==> config.mk <==
export PLATFORM = sky130hd
export DESIGN_NAME = video_scanout
export DESIGN_NICKNAME = d
export VERILOG_FILES = /design/src/rtl/video_scanout.sv
export SDC_FILE = /design/constraint.sdc
export NUM_CORES = 1
export LEC_CHECK = 0
export CORE_ASPECT_RATIO = 1.2
export CORE_MARGIN = 3
export CORE_UTILIZATION = 58
export CTS_BUF_LIST = sky130_fd_sc_hd__clkbuf_2
export DETAILED_ROUTE_END_ITERATION = 6
export DONT_BUFFER_PORTS = 1
export PLACE_DENSITY = 0.75
export SKIP_CTS_REPAIR_TIMING = 1
export SYNTH_ARGS = -nofsm -noshare
export SYNTH_HDL_FRONTEND = slang
export SYNTH_SLANG_ARGS = --single-unit
==> constraint.sdc <==
create_clock -name clk -period 1.79 [get_ports clk]
set_clock_uncertainty 0.1 [all_clocks]
set_input_delay 0.358 -clock clk [delete_from_list [all_inputs] [get_ports clk]]
set_output_delay 0.358 -clock clk [all_outputs]
set_load 0.02 [all_outputs]
==> src/rtl/video_scanout.sv <==
// Raster timing generator and pixel/sync alignment stage for the display output.
// Ports: clk, reset, pix_ce, rgb_in[3:0] in; hpos, vpos, active, frame_start,
//   hsync, vsync, de, rgb_out[3:0] out.
module video_scanout #(
  parameter int H_ACTIVE = 640,
  parameter int H_FP     = 16,
  parameter int H_SYNC   = 96,
  parameter int H_BP     = 48,
  parameter int V_ACTIVE = 480,
  parameter int V_FP     = 10,
  parameter int V_SYNC   = 2,
  parameter int V_BP     = 33,
  parameter int PIX_LAT  = 2,
  parameter bit SYNC_POL = 1'b0
) (
  input  logic       clk,
  input  logic       reset,
  input  logic       pix_ce,
  input  logic [3:0] rgb_in,
  output logic [9:0] hpos,
  output logic [9:0] vpos,
  output logic       active,
  output logic       frame_start,
  output logic       hsync,
  output logic       vsync,
  output logic       de,
  output logic [3:0] rgb_out
);

  localparam logic [9:0] H_ACT  = 10'(H_ACTIVE);
  localparam logic [9:0] V_ACT  = 10'(V_ACTIVE);
  localparam logic [9:0] H_LAST = 10'(H_ACTIVE + H_FP + H_SYNC + H_BP - 1);
  localparam logic [9:0] V_LAST = 10'(V_ACTIVE + V_FP + V_SYNC + V_BP - 1);
  localparam logic [9:0] HS_LO  = 10'(H_ACTIVE + H_FP);
  localparam logic [9:0] HS_HI  = 10'(H_ACTIVE + H_FP + H_SYNC - 1);
  localparam logic [9:0] VS_LO  = 10'(V_ACTIVE + V_FP);
  localparam logic [9:0] VS_HI  = 10'(V_ACTIVE + V_FP + V_SYNC - 1);

  logic       hs_raw;
  logic       vs_raw;
  logic [2:0] tap;

  // Per-stage bundle {active, hs_raw, vs_raw}; all-zero means blank, sync idle.
  logic [2:0] pipe [PIX_LAT];

  always_comb begin
    active      = (hpos < H_ACT) && (vpos < V_ACT);
    hs_raw      = (hpos >= HS_LO) && (hpos <= HS_HI);
    vs_raw      = (vpos >= VS_LO) && (vpos <= VS_HI);
    frame_start = pix_ce && !reset && (hpos == 10'd0) && (vpos == 10'd0);
    tap         = pipe[PIX_LAT-1];
  end

  always_ff @(posedge clk) begin
    if (reset) begin
      hpos <= 10'd0;
      vpos <= 10'd0;
    end else if (pix_ce) begin
      if (hpos == H_LAST) begin
        hpos <= 10'd0;
        vpos <= (vpos == V_LAST) ? 10'd0 : vpos + 10'd1;
      end else begin
        hpos <= hpos + 10'd1;
      end
    end
  end

  always_ff @(posedge clk) begin
    if (reset) begin
      for (int i = 0; i < PIX_LAT; i++) pipe[i] <= 3'b000;
    end else if (pix_ce) begin
      pipe[0] <= {active, hs_raw, vs_raw};
      for (int i = 1; i < PIX_LAT; i++) pipe[i] <= pipe[i-1];
    end
  end

  // Colour is gated by the delayed active bit so junk on rgb_in
  // during blanking never reaches the connector.
  always_ff @(posedge clk) begin
    if (reset) begin
      de      <= 1'b0;
      hsync   <= ~SYNC_POL;
      vsync   <= ~SYNC_POL;
      rgb_out <= 4'b0000;
    end else if (pix_ce) begin
      de      <= tap[2];
      hsync   <= tap[1] ? SYNC_POL : ~SYNC_POL;
      vsync   <= tap[0] ? SYNC_POL : ~SYNC_POL;
      rgb_out <= tap[2] ? rgb_in : 4'b0000;
    end
  end

endmodule

== Yosys cells after proc, flatten, opt, wreduce, memory -nomap -nowiden ==
Memories as Yosys holds them, arrays and structs flattened.
Cells that the tools add are included.
Storage, ports and cells
  input bits: 7
  RAM bits: 6
  memories: 1
  register bits after elaboration: 27
  output and inout bits: 29
  logic and storage cells: 41
Cells by class
  add/subtract/negate cells: 2
  $lt $le $gt $ge: 6
  mux-type cells: 12
  eq/ne operators: 2
  bitwise operators: 2
  reduce and logical (&&, ||, !) cells: 10
Memory list
  pipe: depth 2, width 3, read ports 2, clocked after memory_dff 0, write ports 2, RTL line 44  | logic [2:0] pipe [PIX_LAT];
Operators with widths (count)
  adder 10 x 1 -> 10 bit, second input constant: 2
  == test 10 bit, second input constant: 2
  logical NOT 10 bit: 2
  two-way mux 10 bit: 2
  >= comparator 10 bit, second input constant: 1
  >= comparator 10 x 9 -> 1 bit, second input constant: 1
  <= comparator 10 bit, second input constant: 1
  <= comparator 10 x 9 -> 1 bit, second input constant: 1
  < comparator 10 bit, second input constant: 1
  < comparator 10 x 9 -> 1 bit, second input constant: 1
  two-way mux 1 bit: 7
  logical AND 1 bit: 6
  two-way mux 3 bit: 2
  two-way mux 4 bit: 1
  OR 1 bit: 2
  AND reduction 2 bit: 1
  logical NOT 1 bit: 1

== Logic depth before layout (Yosys ltp) ==
Gate-level depths: netlist of the first run.
  depth after elaboration: 4
  depth in mapped cells: 6

== Worst setup path after synthesis of the first run ==
No wires, ideal clock.
  path kind: register to output
  from: reg hpos[5]
  to: out frame_start
  arrival: 1.644 ns
  setup slack: -0.312 ns
  cell stages (with the launch flop): 4
  required time: 1.332 ns
  cells stage by stage: dfxtp_1 -> buf_6 -> or4_1 -> nor4_1
Between the ends
  word-level cells in the longest chain between the ends: 3
Ends and longest elaborated chain
  start: declaration: RTL line 20  | output logic [9:0] hpos,
  start signal: assignment: RTL line 63  | hpos <= hpos + 10'd1;
  logical NOT 10 bit: RTL line 50  | frame_start = pix_ce && !reset && (hpos == 10'd0) && (vpos == 10'd0);
  logical AND 1 bit (2 in a row): RTL line 50
  end: declaration: RTL line 23  | output logic frame_start,
No other way between the ends.

== Worst setup path in the final report of the first run ==
  from: reg hpos[8]
  to: out frame_start
Same word-level chain as after synthesis.

==> results by group, run 1 <==
Setup path
  – Required time of the critical path: 1.33 ns
  – Largest stage delay, worst path: 0.55 ns
  – CP arrival: 1.71 ns
  – Worst Path Buf+Inv: 1
  – Crit path max fanout: 3
  – Crit. End Element: primary output
  – Worst Path Class, Setup: flop to primary output
  – Slowest cell on the critical path: or4_4
  – Worst path cell trace: or4_4, nor4_4, buf_4
  – Startpoint Class: flop
  – CP top delay family: simple AND/OR/NAND/NOR gates

Run
  – Max-Cap Viols: 0

Clock tree
  – Max Root-Sink Buffers: 2
  – Clock latency on the worst-skew pair: 0.40 ns
  – TritonCTS buffer count: 5
  – CTS root buf: clkbuf_2
  – CTS tree: yes
  – # clock sinks: 33
  – H-tree depth: 2
  – Reg clk slew, reported paths: 0.16 ns

Power
  – Clk network pwr share: 0.290
  – Sw frac: 0.262
  – Pwr dens: 578 nW/µm²
  – Int Power: 0.931 mW
  – Worst VDD drop: 0.559 mV
  – Leakage: 0.829 nW
  – Flop pwr share: 0.628
  – NetSw: 0.330 mW
  – Part of the power in combinational logic: 0.082
  – Total power: 1.26 mW

Synth
  – Mapped cell area: 1610 µm²
  – Post-Syn Nets: 189
  – Synth warn: 0
  – Synthesized area per cell: 9.07 µm²
  – Synth top area cells: dfxtp_1 33%, edfxtp_1 11%, a21oi_1 4.0%
  – Cell variety after synth: 42
  – Yosys top cell area share: 0.335
  – Post-synth top area cell: dfxtp_1
  – Synth Instances: 178
  – Seq cells post-synth: 33
  – Seq/Total Area, Yosys: 0.447

Run status
  – Failing checks: setup timing
  – Status: finished, violations left

Timing
  – Setup Viol. Count Final: 9
  – Tmin final: 2.17 ns
  – Slew Limit Fails: 0
  – Hold Violations, Final: 0
  – Worst-Margin Slew: 0.697 ns
  – Max-Slew Margin vs Limit: 0.534
  – Final hold slack: 0.00594 ns
  – RSZ-0062 raised after global routing: true
  – Fmax: 462 MHz
  – Final WS setup: -0.377 ns
  – Fin crit share: 1.21

Routing
  – Via count: 1,653
  – Wire length per cell: 18.9 µm
  – DRC viols: 0
  – Met2 Wirelength: 2550 µm
  – Initial DRC count: 59
  – Pre-antenna DRT Iters: 4
  – Final Routed Wirelength: 4870 µm
  – Routed length on met1: 1890 µm
  – Antenna-violating nets left: 0
  – Routed vias/inst: 6.41
  – WL met3: 324 µm
  – Top Layer Used: met4

Finish
  – Area Growth Syn to Fin: 35.2%
  – Sequential standard cell area: 734 µm²
  – Net count, final: 235
  – # fillers: 147
  – Area of the multi-input gates: 930 µm²
  – Post-layout instance area: 2180 µm²
  – Share of layout cells above drive strength 1: 0.400
  – Number of diodes: 0

Worst hold path
  – Worst hold path type: input pin to flop

Floorplan
  – Top Ports: 36
  – Die height: 63.8 µm
  – Core area: 2600 µm²
  – Initial Util: 0.620
  – Die area: 3450 µm²
  – FP Rows: 20
  – Die X: 54.2 µm

Global routing
  – Congestion Overflow GR: 0
  – Total track usage: 0.266
  – Vias in the first global route: 1,542
  – Pin count of the biggest net entering global routing: 23
  – Initial antenna violation count: 0
  – First-pass GRT wire length: 6840 µm

Place
  – Final HPWL DP: 3040 µm
  – I/O Buffers: 0
  – DP Area: 1870 µm²
  – Final RePlAce weighted congestion: 0.920
==> metrics by stage <==
stage          cells  utilization  setup TNS [ns]  setup WS [ns]
2_1_floorplan    178            -         -0.0132        -0.0132
3_3_place_gp     235        0.720        -0.00422       -0.00422
3_5_place_dp     235        0.720          -0.103        -0.0533
4_1_cts          243        0.735           -1.10         -0.440
5_1_grt          258        0.838           -1.62         -0.427
6_report         258        0.838          -0.847         -0.377
==> cell usage in the layout (no fill, tap or decap), types with 2 or more instances in the layout <==
cell,count
a21oi_1,6
a21oi_2,7
and2_1,4
and3_1,4
and4_4,2
buf_4,36
buf_6,7
buf_8,2
clkbuf_2,7
dfxtp_1,18
dfxtp_2,8
dlygate4sd3_1,2
edfxtp_1,6
ha_1,3
inv_1,8
nand2_1,8
nand2b_1,7
nand3_1,13
nand4_1,8
nor2_1,9
nor3_1,9
o21ai_0,7
o31ai_1,2
or3_4,3
or4_4,3
xnor2_1,5
xor2_1,3
==> metal layers <==
layer  up-vias  global-route usage
li1        737                   -
met5         -                   0
met4         0               0.115
met2        79               0.439
met3        12              0.0769
met1       825               0.309
==> state kept, by name, summed over array words and instances (netlist names) <==
name / cells
hsync: 1
vpos: 10
de: 1
pipe: 6
hpos: 10
vsync: 1
rgb_out: 4
==> power groups by stage <==
stage                     clock [mW]  combinational [mW]  sequential [mW]
final                          0.366               0.103            0.792
after global routing           0.407               0.111            0.795
after CTS                      0.363              0.0681            0.793
after detailed placement           0              0.0673            0.809
after global placement             0              0.0651            0.807
after floorplan                    0              0.0483            0.812
==> path summary, 6_finish.rpt <==
check	start	to	slack (ns)	cells past startpoint
worst min register to register	pipe[0][0]	pipe[0][3]	0.44	1
worst min-delay path	rgb_in[1]	rgb_out[1]	0.006	2
worst max register to register	hpos[0]	vpos[0]	-0.07	8
worst max-delay path	hpos[8]	frame_start	-0.38	3
==> area by class of cell <==
type | count | area share
multi-input combinational | 127 | 0.426
sequential | 33 | 0.337
timing repair buffer | 48 | 0.185
tap | 33 | 0.0189
clock buffer | 7 | 0.0161
inverter | 9 | 0.0155
clock inverter | 1 | 0.00172
==> Yosys cell counts <==
cell and instances:
dfxtp_1 27, a21oi_1 13, nand3_1 13, nor3_1 10, inv_1 9, nor2_1 9, nand2_1 8, nand4_1 8
nand2b_1 7, o21ai_0 7, edfxtp_1 6, and3_1 5, xnor2_1 5, and2_1 4, buf_2 4, ha_1 4
or3_1 4, or4_1 4, nor4_1 3, xor2_1 3, clkbuf_1 2, nor2b_1 2, o31ai_1 2, a21bo_2 1
a22o_1 1, a31oi_1 1, a41oi_1 1, and4_1 1, and4_2 1, and4bb_4 1, buf_1 1, buf_6 1
clkbuf_2 1, mux2_2 1, mux2i_1 1, nand3b_1 1, nand4_4 1, nor4b_1 1, o21a_1 1, o21ba_2 1
o21bai_1 1, o311ai_0 1
==> cells by family (layout without fill, tap and decap cells) <==
kind of cell             Yosys count  count (layout)  synth area share
flip-flops                        33              33             0.447
AND/OR/NAND/NOR                   83              83             0.302
XOR/XNOR                           8               8            0.0434
AO/OA/AOI/OAI                     30              30             0.113
buffers and inverters             18              65            0.0504
adder cells (fa/ha/maj)            4               4            0.0310
multiplexers                       2               2            0.0132
Power figures use the tool's default switching activity.
==> inputs of run 2 (changes only) <==
- RECOVER_POWER: default -> 50
- SLEW_MARGIN: default -> 20
==> results by group, run 2 (synthesized netlist as in run 1, its figures left out) <==
Finish
  – Net count, final: 235 (unchanged)
  – Sequential standard cell area: 733 µm² (-0.17%)
  – Post-layout instance area: 2180 µm² (about the same)
  – Top Registers: hpos: 10 flops, vpos: 10 flops, pipe: 6 flops
  – Number of diodes: 0 (unchanged)
  – Share of layout cells above drive strength 1: 0.396 (-0.00444)
  – Area Growth Syn to Fin: 35.1% (about the same)
  – Area of the multi-input gates: 930 µm² (unchanged)
  – Non-Filler Instances: 258 (unchanged)
  – Commonest non-fill, non-tap cell in the layout: buf_4
  – Commonest non-fill, non-tap cells in the layout: 36 x buf_4, 19 x dfxtp_1, 13 x nand3_1, 9 x nor3_1, 9 x nor2_1
  – # fillers: 148 (+0.68%)

Setup path
  – Crit path max fanout: 3 (unchanged)
  – Reg-to-Reg Start: hpos[0]
  – Crit. End Element: primary output
  – Required time of the critical path: 1.33 ns (about the same)
  – Worst Path Class, Setup: flop to primary output
  – Worst R2R End: vpos[0]
  – Worst path cell trace: or4_4, nor4_4, buf_4
  – CP arrival: 1.72 ns (about the same)
  – R2r setup slk: -0.08 ns (about the same)
  – Slowest cell on the critical path: or4_4
  – Startpoint Class: flop
  – Largest stage delay, worst path: 0.55 ns (about the same)
  – Worst reg-to-reg path cell count: 8 (unchanged)

Routing
  – Initial DRC count: 59 (unchanged)
  – Routed vias/inst: 6.43 (+0.30%)
  – Antenna-violating nets left: 0 (unchanged)
  – Final Routed Wirelength: 4880 µm (+0.25%)
  – Pre-antenna DRT Iters: 5 (+1)
  – Wire length per cell: 18.9 µm (+0.25%)
  – DRC viols: 0 (unchanged)
  – Via count: 1,658 (+0.30%)

Worst hold path
  – Hold path depth: 2 (unchanged)
  – Hold endpoint: rgb_out[1]
  – Worst hold path type: input pin to flop
  – Hold path startpoint: rgb_in[1]

Clock tree
  – CTS root buf: clkbuf_2
  – Reg clk slew, reported paths: 0.17 ns (about the same)
  – H-tree depth: 2 (unchanged)
  – Max Root-Sink Buffers: 2 (unchanged)
  – # clock sinks: 33 (unchanged)
  – TritonCTS buffer count: 5 (unchanged)
  – Clock latency on the worst-skew pair: 0.40 ns (about the same)
  – CTS tree: yes

Global routing
  – Total track usage: 0.266 (unchanged)
  – Vias in the first global route: 1,542 (unchanged)
  – First-pass GRT wire length: 6840 µm (unchanged)
  – Initial antenna violation count: 0 (unchanged)
  – Pin count of the biggest net entering global routing: 23 (unchanged)
  – Congestion Overflow GR: 0 (unchanged)

Floorplan
  – Top Ports: 36 (unchanged)
  – Initial Util: 0.620 (unchanged)
  – Die area: 3450 µm² (unchanged)
  – FP Rows: 20 (unchanged)
  – Die X: 54.2 µm (unchanged)
  – Die height: 63.8 µm (unchanged)
  – Core area: 2600 µm² (unchanged)

Power
  – Worst VDD drop: 0.559 mV (about the same)
  – Pwr dens: 579 nW/µm² (+0.17%)
  – Sw frac: 0.263 (+0.000791)
  – Clk network pwr share: 0.291 (about the same)
  – NetSw: 0.332 mW (+0.42%)
  – Int Power: 0.931 mW (about the same)
  – Flop pwr share: 0.627 (about the same)
  – Part of the power in combinational logic: 0.082 (about the same)
  – Leakage: 0.828 nW (-0.18%)

Run status
  – Status: finished, violations left
  – Failing checks: setup timing

Timing
  – Slew Limit Fails: 0 (unchanged)
  – Fin crit share: 1.22 (+0.00459)
  – Tmin final: 2.17 ns (+0.00821 ns)
  – Hold Violations, Final: 0 (unchanged)
  – Max-Slew Margin vs Limit: 0.535 (+0.00110)
  – RSZ-0062 raised after global routing: true
  – Final WS setup: -0.385 ns (-0.00821 ns)
  – Fmax: 460 MHz (-0.38%)
  – Setup Viol. Count Final: 9 (unchanged)
  – Worst-Margin Slew: 0.695 ns (-0.00164 ns)

Place
  – Final RePlAce weighted congestion: 0.920 (unchanged)
  – DP Area: 1870 µm² (unchanged)
  – Cell count after placement: 235 (unchanged)
  – I/O Buffers: 0 (unchanged)
  – Final HPWL DP: 3040 µm (unchanged)

Run
  – Max-Cap Viols: 0 (unchanged)
==> run 2: how the worst max path moves through the flow <==
stage	cells after the start	to	slack (ns)	from
finish	3	frame_start	-0.38	hpos[8]
global placement	5	frame_start	-0.004	reset
floorplan	3	frame_start	-0.01	hpos[5]
CTS	6	frame_start	-0.44	hpos[0]
detailed placement	6	vpos[0]	-0.05	hpos[1]
global route	6	frame_start	-0.43	hpos[1]
==> run 2: area by class of cell <==
class                      count  area share
inverter                       9      0.0155
timing repair buffer          48       0.185
clock buffer                   7      0.0161
tap                           33      0.0189
clock inverter                 1     0.00172
sequential                    33       0.336
multi-input combinational    127       0.426
==> run 2: power by group through the flow <==
stage / logic (mW) / registers (mW) / clock network (mW)
6_report: 0.103 / 0.792 / 0.367
5_1_grt: 0.111 / 0.795 / 0.407
4_1_cts: 0.0681 / 0.793 / 0.363
3_5_place_dp: 0.0673 / 0.809 / 0
3_3_place_gp: 0.0651 / 0.807 / 0
2_1_floorplan: 0.0483 / 0.812 / 0
==> run 2: stage by stage <==
step	setup slack [ns]	setup TNS (ns)	utilization	hold slack, ns	power (mW)
after detailed placement	-0.0533	-0.103	0.720	0.332	0.876
after floorplan	-0.0132	-0.0132	-	0.397	0.860
after global routing	-0.427	-1.62	0.838	-0.00239	1.31
after global placement	-0.00422	-0.00422	0.720	0.330	0.872
final	-0.385	-0.943	0.838	0.00841	1.26
after CTS	-0.440	-1.10	0.735	-0.0938	1.22
==> run 2: per-layer routing <==
layer | vias up | GRT usage | part of all wire
li1 | 737 | - | -
met1 | 828 | 0.309 | 0.39
met2 | 83 | 0.439 | 0.53
met3 | 10 | 0.0769 | 0.068
met4 | 0 | 0.115 | 0.018
met5 | - | 0 | 0
==> run 2: worst max-delay path, delay by kind of cell (launching register included) <==
family                 cells  cell delay, ns
DFF                        1            0.37
buffers and inverters      1            0.18
and+or+nand+nor            2            0.76
